`src/rtl/pll_lock_monitor.sv`:
```
// PLL enable sequencer and lock monitor with a Wishbone register slave; optional IRQ via `PLL_LOCK_IRQ_EN.
// Latency: bus ack one cycle after request sample; lock/loss decided on the cycle a measurement window ends.
// Backpressure: none; a request is accepted once per ack, and a held strobe is not re-accepted while ack is high.
module pll_lock_monitor #(
    parameter logic [31:0] BASE_ADR      = 32'h3000_0000,
    parameter int          CNT_W         = 16,
    parameter int          GATE_CYCLES   = 1024,
    parameter int          SETTLE_CYCLES = 256,
    parameter int          LOCK_NEED     = 4
) (
    input  logic        wb_clk_i,
    input  logic        wb_rst_ni,
    input  logic        wbs_stb_i,
    input  logic        wbs_cyc_i,
    input  logic        wbs_we_i,
    input  logic [3:0]  wbs_sel_i,
    input  logic [31:0] wbs_adr_i,
    input  logic [31:0] wbs_dat_i,
    output logic        wbs_ack_o,
    output logic [31:0] wbs_dat_o,
    input  logic        pll_clk_i,
    output logic        enb_cp_o,
    output logic        enb_vco_o,
    output logic        lock_o,
    output logic        irq_o
);

    localparam logic [2:0] S_IDLE    = 3'd0;
    localparam logic [2:0] S_CP_ON   = 3'd1;
    localparam logic [2:0] S_VCO_ON  = 3'd2;
    localparam logic [2:0] S_MEASURE = 3'd3;
    localparam logic [2:0] S_LOCKED  = 3'd4;

    // One timer serves both the settle waits and the gate window; they never overlap.
    localparam int TMR_MAX = (GATE_CYCLES > SETTLE_CYCLES) ? GATE_CYCLES : SETTLE_CYCLES;
    localparam int TMR_W   = $clog2(TMR_MAX + 1);

    logic [2:0]       state_q, state_d;
    logic [TMR_W-1:0] tmr_q, tmr_d;
    logic [CNT_W-1:0] edge_cnt_q, edge_cnt_d;
    logic [CNT_W-1:0] last_q, last_d;
    logic [CNT_W-1:0] target_q, target_d;
    logic [CNT_W-1:0] tol_q, tol_d;
    logic [7:0]       run_q, run_d;
    logic             lost_q, lost_d;
    logic             ack_q, ack_d;
    logic [31:0]      dat_q, dat_d;
    logic             sync1_q, sync2_q, hist_q;

    // ---------------- bus decode ----------------
    logic        bus_req, bus_wr, bus_rd;
    logic        hit_ctrl, hit_target, hit_tol, hit_status;
    logic [31:0] wmask;
    logic        ctrl_start, ctrl_stop, lost_clr;

    assign bus_req    = wbs_stb_i & wbs_cyc_i & (wbs_adr_i[31:4] == BASE_ADR[31:4]) & ~ack_q;
    assign bus_wr     = bus_req & wbs_we_i;
    assign bus_rd     = bus_req & ~wbs_we_i;
    assign hit_ctrl   = (wbs_adr_i[3:0] == 4'h0);
    assign hit_target = (wbs_adr_i[3:0] == 4'h4);
    assign hit_tol    = (wbs_adr_i[3:0] == 4'h8);
    assign hit_status = (wbs_adr_i[3:0] == 4'hC);
    assign wmask      = {{8{wbs_sel_i[3]}}, {8{wbs_sel_i[2]}}, {8{wbs_sel_i[1]}}, {8{wbs_sel_i[0]}}};
    assign ctrl_start = bus_wr & hit_ctrl & wbs_sel_i[0] & wbs_dat_i[0];
    assign ctrl_stop  = bus_wr & hit_ctrl & wbs_sel_i[0] & wbs_dat_i[1];
    assign lost_clr   = bus_wr & hit_status & wbs_sel_i[0] & wbs_dat_i[4];

    function automatic logic [31:0] merge_bytes(input logic [31:0] old_v,
                                                input logic [31:0] new_v,
                                                input logic [31:0] mask);
        return (old_v & ~mask) | (new_v & mask);
    endfunction

    // ---------------- PLL edge detect ----------------
    logic             pll_edge;
    logic [CNT_W-1:0] edge_inc, win_count;
    logic [CNT_W:0]   diff, abs_diff;
    logic             win_good;
    logic [7:0]       run_inc;
    logic             lost_set;

    assign pll_edge  = sync2_q & ~hist_q;
    assign edge_inc  = (edge_cnt_q == {CNT_W{1'b1}}) ? edge_cnt_q : edge_cnt_q + 1'b1;
    assign win_count = pll_edge ? edge_inc : edge_cnt_q;
    assign diff      = {1'b0, win_count} - {1'b0, target_q};
    assign abs_diff  = diff[CNT_W] ? (~diff + 1'b1) : diff;
    assign win_good  = (abs_diff <= {1'b0, tol_q});
    assign run_inc   = (run_q == 8'hFF) ? run_q : run_q + 8'd1;

    // Synchronise the PLL clock and keep a history bit for rising-edge detection
    always_ff @(posedge wb_clk_i) begin
        if (!wb_rst_ni) begin
            sync1_q <= 1'b0;
            sync2_q <= 1'b0;
            hist_q  <= 1'b0;
        end else begin
            sync1_q <= pll_clk_i;
            sync2_q <= sync1_q;
            hist_q  <= sync2_q;
        end
    end

    // Sequencer / measurement FSM next state; STOP overrides everything
    always_comb begin
        state_d    = state_q;
        tmr_d      = tmr_q;
        edge_cnt_d = edge_cnt_q;
        run_d      = run_q;
        last_d     = last_q;
        lost_set   = 1'b0;
        case (state_q)
            S_IDLE: begin
                if (ctrl_start) begin
                    state_d = S_CP_ON;
                    tmr_d   = '0;
                end
            end
            S_CP_ON: begin
                if (tmr_q == TMR_W'(SETTLE_CYCLES - 1)) begin
                    state_d = S_VCO_ON;
                    tmr_d   = '0;
                end else begin
                    tmr_d = tmr_q + 1'b1;
                end
            end
            S_VCO_ON: begin
                if (tmr_q == TMR_W'(SETTLE_CYCLES - 1)) begin
                    state_d    = S_MEASURE;
                    tmr_d      = '0;
                    edge_cnt_d = '0;
                end else begin
                    tmr_d = tmr_q + 1'b1;
                end
            end
            S_MEASURE, S_LOCKED: begin
                if (tmr_q == TMR_W'(GATE_CYCLES - 1)) begin
                    // Window end: the next window begins on the very next cycle
                    last_d     = win_count;
                    tmr_d      = '0;
                    edge_cnt_d = '0;
                    if (win_good) begin
                        run_d = run_inc;
                        if (int'(run_inc) >= LOCK_NEED) state_d = S_LOCKED;
                    end else begin
                        run_d = 8'd0;
                        if (state_q == S_LOCKED) lost_set = 1'b1;
                        state_d = S_MEASURE;
                    end
                end else begin
                    tmr_d      = tmr_q + 1'b1;
                    edge_cnt_d = win_count;
                end
            end
            default: begin
                state_d = S_IDLE;
                tmr_d   = '0;
            end
        endcase
        if (ctrl_stop) begin
            state_d    = S_IDLE;
            tmr_d      = '0;
            edge_cnt_d = '0;
            run_d      = 8'd0;
        end
    end

    // Configuration register writes and sticky LOST (set beats clear)
    always_comb begin
        target_d = target_q;
        tol_d    = tol_q;
        if (bus_wr && hit_target) target_d = CNT_W'(merge_bytes(32'(target_q), wbs_dat_i, wmask));
        if (bus_wr && hit_tol)    tol_d    = CNT_W'(merge_bytes(32'(tol_q), wbs_dat_i, wmask));
        lost_d = lost_q;
        if (lost_clr) lost_d = 1'b0;
        if (lost_set) lost_d = 1'b1;
    end

    logic [31:0] ctrl_rd;
    logic [31:0] status_rd;
    assign status_rd = {16'(last_q), run_q, 3'b000, lost_q, (state_q == S_LOCKED), state_q};

`ifdef PLL_LOCK_IRQ_EN
    logic irq_q, irq_d, mask_q, mask_d;
    logic lock_rise;
    assign lock_rise = (state_d == S_LOCKED) && (state_q != S_LOCKED);
    assign ctrl_rd   = {29'd0, mask_q, 2'b00};
    assign irq_o     = irq_q & ~mask_q;

    // Interrupt level and mask next state; new events beat the clear
    always_comb begin
        mask_d = mask_q;
        if (bus_wr && hit_ctrl && wbs_sel_i[0]) mask_d = wbs_dat_i[2];
        irq_d = irq_q;
        if (lost_clr) irq_d = 1'b0;
        if (lock_rise || lost_set) irq_d = 1'b1;
    end

    // Interrupt state registers
    always_ff @(posedge wb_clk_i) begin
        if (!wb_rst_ni) begin
            irq_q  <= 1'b0;
            mask_q <= 1'b0;
        end else begin
            irq_q  <= irq_d;
            mask_q <= mask_d;
        end
    end
`else
    assign ctrl_rd = 32'd0;
    assign irq_o   = 1'b0;
`endif

    // Single-cycle ack and read data returned alongside it
    always_comb begin
        ack_d = bus_req;
        dat_d = 32'd0;
        if (bus_rd) begin
            if (hit_ctrl)   dat_d = ctrl_rd;
            if (hit_target) dat_d = 32'(target_q);
            if (hit_tol)    dat_d = 32'(tol_q);
            if (hit_status) dat_d = status_rd;
        end
    end

    // Main state registers
    always_ff @(posedge wb_clk_i) begin
        if (!wb_rst_ni) begin
            state_q    <= S_IDLE;
            tmr_q      <= '0;
            edge_cnt_q <= '0;
            last_q     <= '0;
            target_q   <= '0;
            tol_q      <= '0;
            run_q      <= 8'd0;
            lost_q     <= 1'b0;
            ack_q      <= 1'b0;
            dat_q      <= 32'd0;
        end else begin
            state_q    <= state_d;
            tmr_q      <= tmr_d;
            edge_cnt_q <= edge_cnt_d;
            last_q     <= last_d;
            target_q   <= target_d;
            tol_q      <= tol_d;
            run_q      <= run_d;
            lost_q     <= lost_d;
            ack_q      <= ack_d;
            dat_q      <= dat_d;
        end
    end

    assign wbs_ack_o = ack_q;
    assign wbs_dat_o = dat_q;
    assign enb_cp_o  = ~((state_q == S_CP_ON) | (state_q == S_VCO_ON) |
                         (state_q == S_MEASURE) | (state_q == S_LOCKED));
    assign enb_vco_o = ~((state_q == S_VCO_ON) | (state_q == S_MEASURE) | (state_q == S_LOCKED));
    assign lock_o    = (state_q == S_LOCKED);

endmodule
```
`config.mk`:
```
export PLATFORM = sky130hd
export DESIGN_NAME = pll_lock_monitor
export DESIGN_NICKNAME = d
export VERILOG_FILES = /design/src/rtl/pll_lock_monitor.sv
export SDC_FILE = /design/constraint.sdc
export NUM_CORES = 1
export LEC_CHECK = 0
export CAP_MARGIN = 20
export CELL_PAD_IN_SITES_DETAIL_PLACEMENT = 0
export CELL_PAD_IN_SITES_GLOBAL_PLACEMENT = 1
export CORE_MARGIN = 2
export CORE_UTILIZATION = 43
export DETAILED_ROUTE_END_ITERATION = 10
export GPL_ROUTABILITY_DRIVEN = 0
export PLACE_DENSITY = 0.88
export SETUP_SLACK_MARGIN = 0.3
export SYNTH_ARGS = -nofsm -noshare
export SYNTH_HDL_FRONTEND = slang
export SYNTH_SLANG_ARGS = --single-unit
export TNS_END_PERCENT = 5
```
`constraint.sdc`:
```
create_clock -name wb_clk_i -period 10.3 [get_ports wb_clk_i]
set_input_delay 1.03 -clock wb_clk_i [delete_from_list [all_inputs] [get_ports wb_clk_i]]
set_output_delay 1.03 -clock wb_clk_i [all_outputs]
set_load 0.005 [all_outputs]
```
==> metrics.md <==
| Metric | Value |
|---|---|
| Status | `finished clean` |
| I/O pin count | `111` |
| Max-slew violations | `0` |
| Clock-pin slew on the worst setup and hold paths | `0.06 ns` |
| Pleak | `0.00340 uW` |
| Die area | `17100 um^2` |
| Clock Tree Buf Depth | `2` |
| H-tree lvl count | `4` |
| Design area | `8560 um^2` |
| Final antenna diode count | `0` |
| Die width | `131 um` |
| Antenna Nets Post-Route | `0` |
| Largest net degree at the start of global routing | `49` |
| First-pass GRT wire length | `30.0 mm` |
| Fin cells | `1147` |
| CTS root buf | `clkbuf_16` |
| Resized cells post-CTS | `0` |
| Least-Margin Pin Slew | `0.937 ns` |
| Endpoints failing setup | `0` |
| Critical path endpoint category | `flop` |
| Cells after synthesis | `841` |
| Initial Utilization | `43.8%` |
| R2R Path End | `run_q[3]` |
| Post-synthesis net count | `952` |
| EDFF count, synth | `0` |
| Worst-Skew Late Latency | `0.42 ns` |
| Post-Route Setup TNS | `0 ns` |
| GR Util All Layers | `22.7%` |
| Initial antenna violation count | `0` |
| Tcrit/Tclk final | `65.2%` |
| Initial DRC count | `408` |
| Port Buf Inserts | `91` |
| Worst vdd ir | `0.121 mV` |
| Worst EP arrival | `7.05 ns` |
| Req. time, crit path | `10.64 ns` |
| Share of the yosys chip area belonging to registers | `35.6%` |
| WS Path Type | `reg -> reg` |
| Most common cell in the netlist | `nor2_1` |
| Worst Hold Class | `reg -> reg` |
| Setup slack, reg-to-reg | `3.59 ns` |
| FMAX | `149 MHz` |
| # rows | `46` |
| Top post-synthesis cells by area | `dfxtp_1, nor2_1, ha_1, mux2i_1, nand2_1` |
| Pwr/cell area | `135 nW/um^2` |
| Total Nets Final | `1029` |
| TritonCTS clock tree | `done` |
| Yosys top cell by area | `dfxtp_1` |
| Layout area overhead | `23.9%` |
| Number of remaining DRC errors | `0` |
| Final WL | `18.3 mm` |
| CP startpoint kind | `flop` |
| GR Overflow Total | `0` |
| Minimum clock period | `6.71 ns` |
| Hold depth | `1` |
| Final Hold Fails | `0` |
| Post-synth top area share | `35.6%` |
| Syn avg cell area | `8.21 um^2` |
| Hold_sp | `sync1_q` |
| Yosys reg bits | `123` |
| Skew final | `0.00786 ns` |
| CTS Buf Count | `17` |
| Via density | `5.43` |
| Synth Cell Area | `6910 um^2` |
| Die height | `131 um` |
| Ys flop type | `dfxtp_1` |
| Unrepaired setup endpoints after global routing | `no` |
| Share of layout cells above drive strength 1 | `5.91%` |
| Hold endpoint | `sync2_q` |
| Post-CTS Hold Fix Bufs | `0` |
| Vias in the first global route | `5947` |
| Ys Warns | `0` |
| Power after layout | `1150 uW` |
| Via count | `6233` |
| Post-place instance area | `7970 um^2` |
| Drt pass-1 iters | `6` |
| Placed Cells | `1115` |
| Max-slew headroom | `37.4%` |
| Max-cap viol count | `0` |
| Post-CTS Setup Inserts | `0` |
| Top cells by count, synth | `nor2_1, dfxtp_1, nand2_1` |
| Yosys cell types | `74` |
| DP HPWL | `13.5 mm` |
| CP Max Fanout | `16` |
| Async SR Flop Fraction | `0%` |
| Routed len/inst | `16.0 um` |
| R2R Path Start | `edge_cnt_q[0]` |
| R2r worst-path depth | `25` |
| Clk sinks | `123` |
| Core box area | `15800 um^2` |
## cell usage in the layout (no fill, tap or decap), drive strengths merged, types with 10 or more instances in the layout
| cell | instances |
|---|---|
| inv | 49 |
| clkbuf | 19 |
| dfxtp | 123 |
| nor3 | 26 |
| mux2i | 34 |
| a222oi | 12 |
| nand3 | 16 |
| nand2b | 10 |
| a211oi | 12 |
| and2 | 25 |
| nand4 | 15 |
| xor2 | 17 |
| ha | 36 |
| nor2 | 127 |
| clkdlybuf4s50 | 91 |
| o21ai | 30 |
| xnor2 | 28 |
| nand2 | 69 |
| a22oi | 11 |
| a21oi | 48 |
| and3 | 13 |
## routing by layer
layer / wire, um / share of wire (%) / GRT usage [%] / vias to the layer above
met5: 0 / 0 / 0 / -
met4: 252 / 1.4 / 6.70 / 0
met2: 8650 / 47 / 37.6 / 126
met3: 660 / 3.6 / 4.32 / 21
met1: 8740 / 48 / 30.2 / 2941
li1: - / - / - / 3145
## final cells by class
| class | count | area [um^2] |
|---|---|---|
| Clock buffer | 19 | 443 |
| Clock inverter | 13 | 143 |
| Fill cell | 1513 | 7210 |
| Inverter | 47 | 176 |
| Multi-Input combinational cell | 634 | 4120 |
| Sequential cell | 123 | 2460 |
| Tap cell | 216 | 270 |
| Timing Repair Buffer | 95 | 941 |
## worst max-delay path by stage
stage                       start    endpoint  slack [ns]  depth (start not counted)
global placement    edge_cnt_q[5]    run_q[3]        3.61                         26
finish              edge_cnt_q[0]    run_q[3]        3.59                         25
floorplan           edge_cnt_q[5]  state_q[0]        4.65                         28
detailed placement  edge_cnt_q[0]    run_q[3]        3.63                         26
global route        edge_cnt_q[0]    run_q[3]        2.87                         24
CTS                 edge_cnt_q[0]    run_q[3]        3.61                         26
## critical path, cell delays in order (launching register included)
cell	delay, ns
dfxtp_1	0.36
ha_1	0.24
nand4_1	0.14
nor3_1	0.08
a31oi_1	0.54
nand2_1	0.37
nor2_1	0.25
xor2_1	0.31
ha_1	0.35
a21o_1	0.24
or2_1	0.26
o21a_4	0.23
a41oi_4	0.30
o21ai_0	0.12
a21o_1	0.36
nor2_1	0.19
xnor2_1	0.15
ha_1	0.27
a211oi_1	0.27
o221ai_1	0.20
a21oi_1	0.17
a21boi_0	0.09
a2bb2oi_1	0.14
a21oi_2	0.46
or3b_1	0.40
a21oi_1	0.14
## through the flow
step	setup WS, ns	util [%]	hold slack [ns]
6_report	3.59	54.3	0.436
5_1_grt	2.87	54.3	0.443
4_1_cts	3.61	54.3	0.438
3_5_place_dp	3.63	50.6	0.422
3_3_place_gp	3.61	50.6	0.424
2_1_floorplan	4.65	-	0.412
## power breakdown
group | switching (uW) | internal, uW
Clock | 231 | 363
Combinational | 36.9 | 36.5
Sequential | 5.92 | 479
## logic make-up after synthesis
group	after synthesis	share of synthesized area [%]
simple gates	336	23.1
compound gates	180	18.7
mux	35	5.09
fa+ha+maj	37	6.81
xor+xnor	45	5.81
buf+inv	84	4.75
flops	123	35.6
other cells	1	0.0543
(Power assumes the default switching activity.)
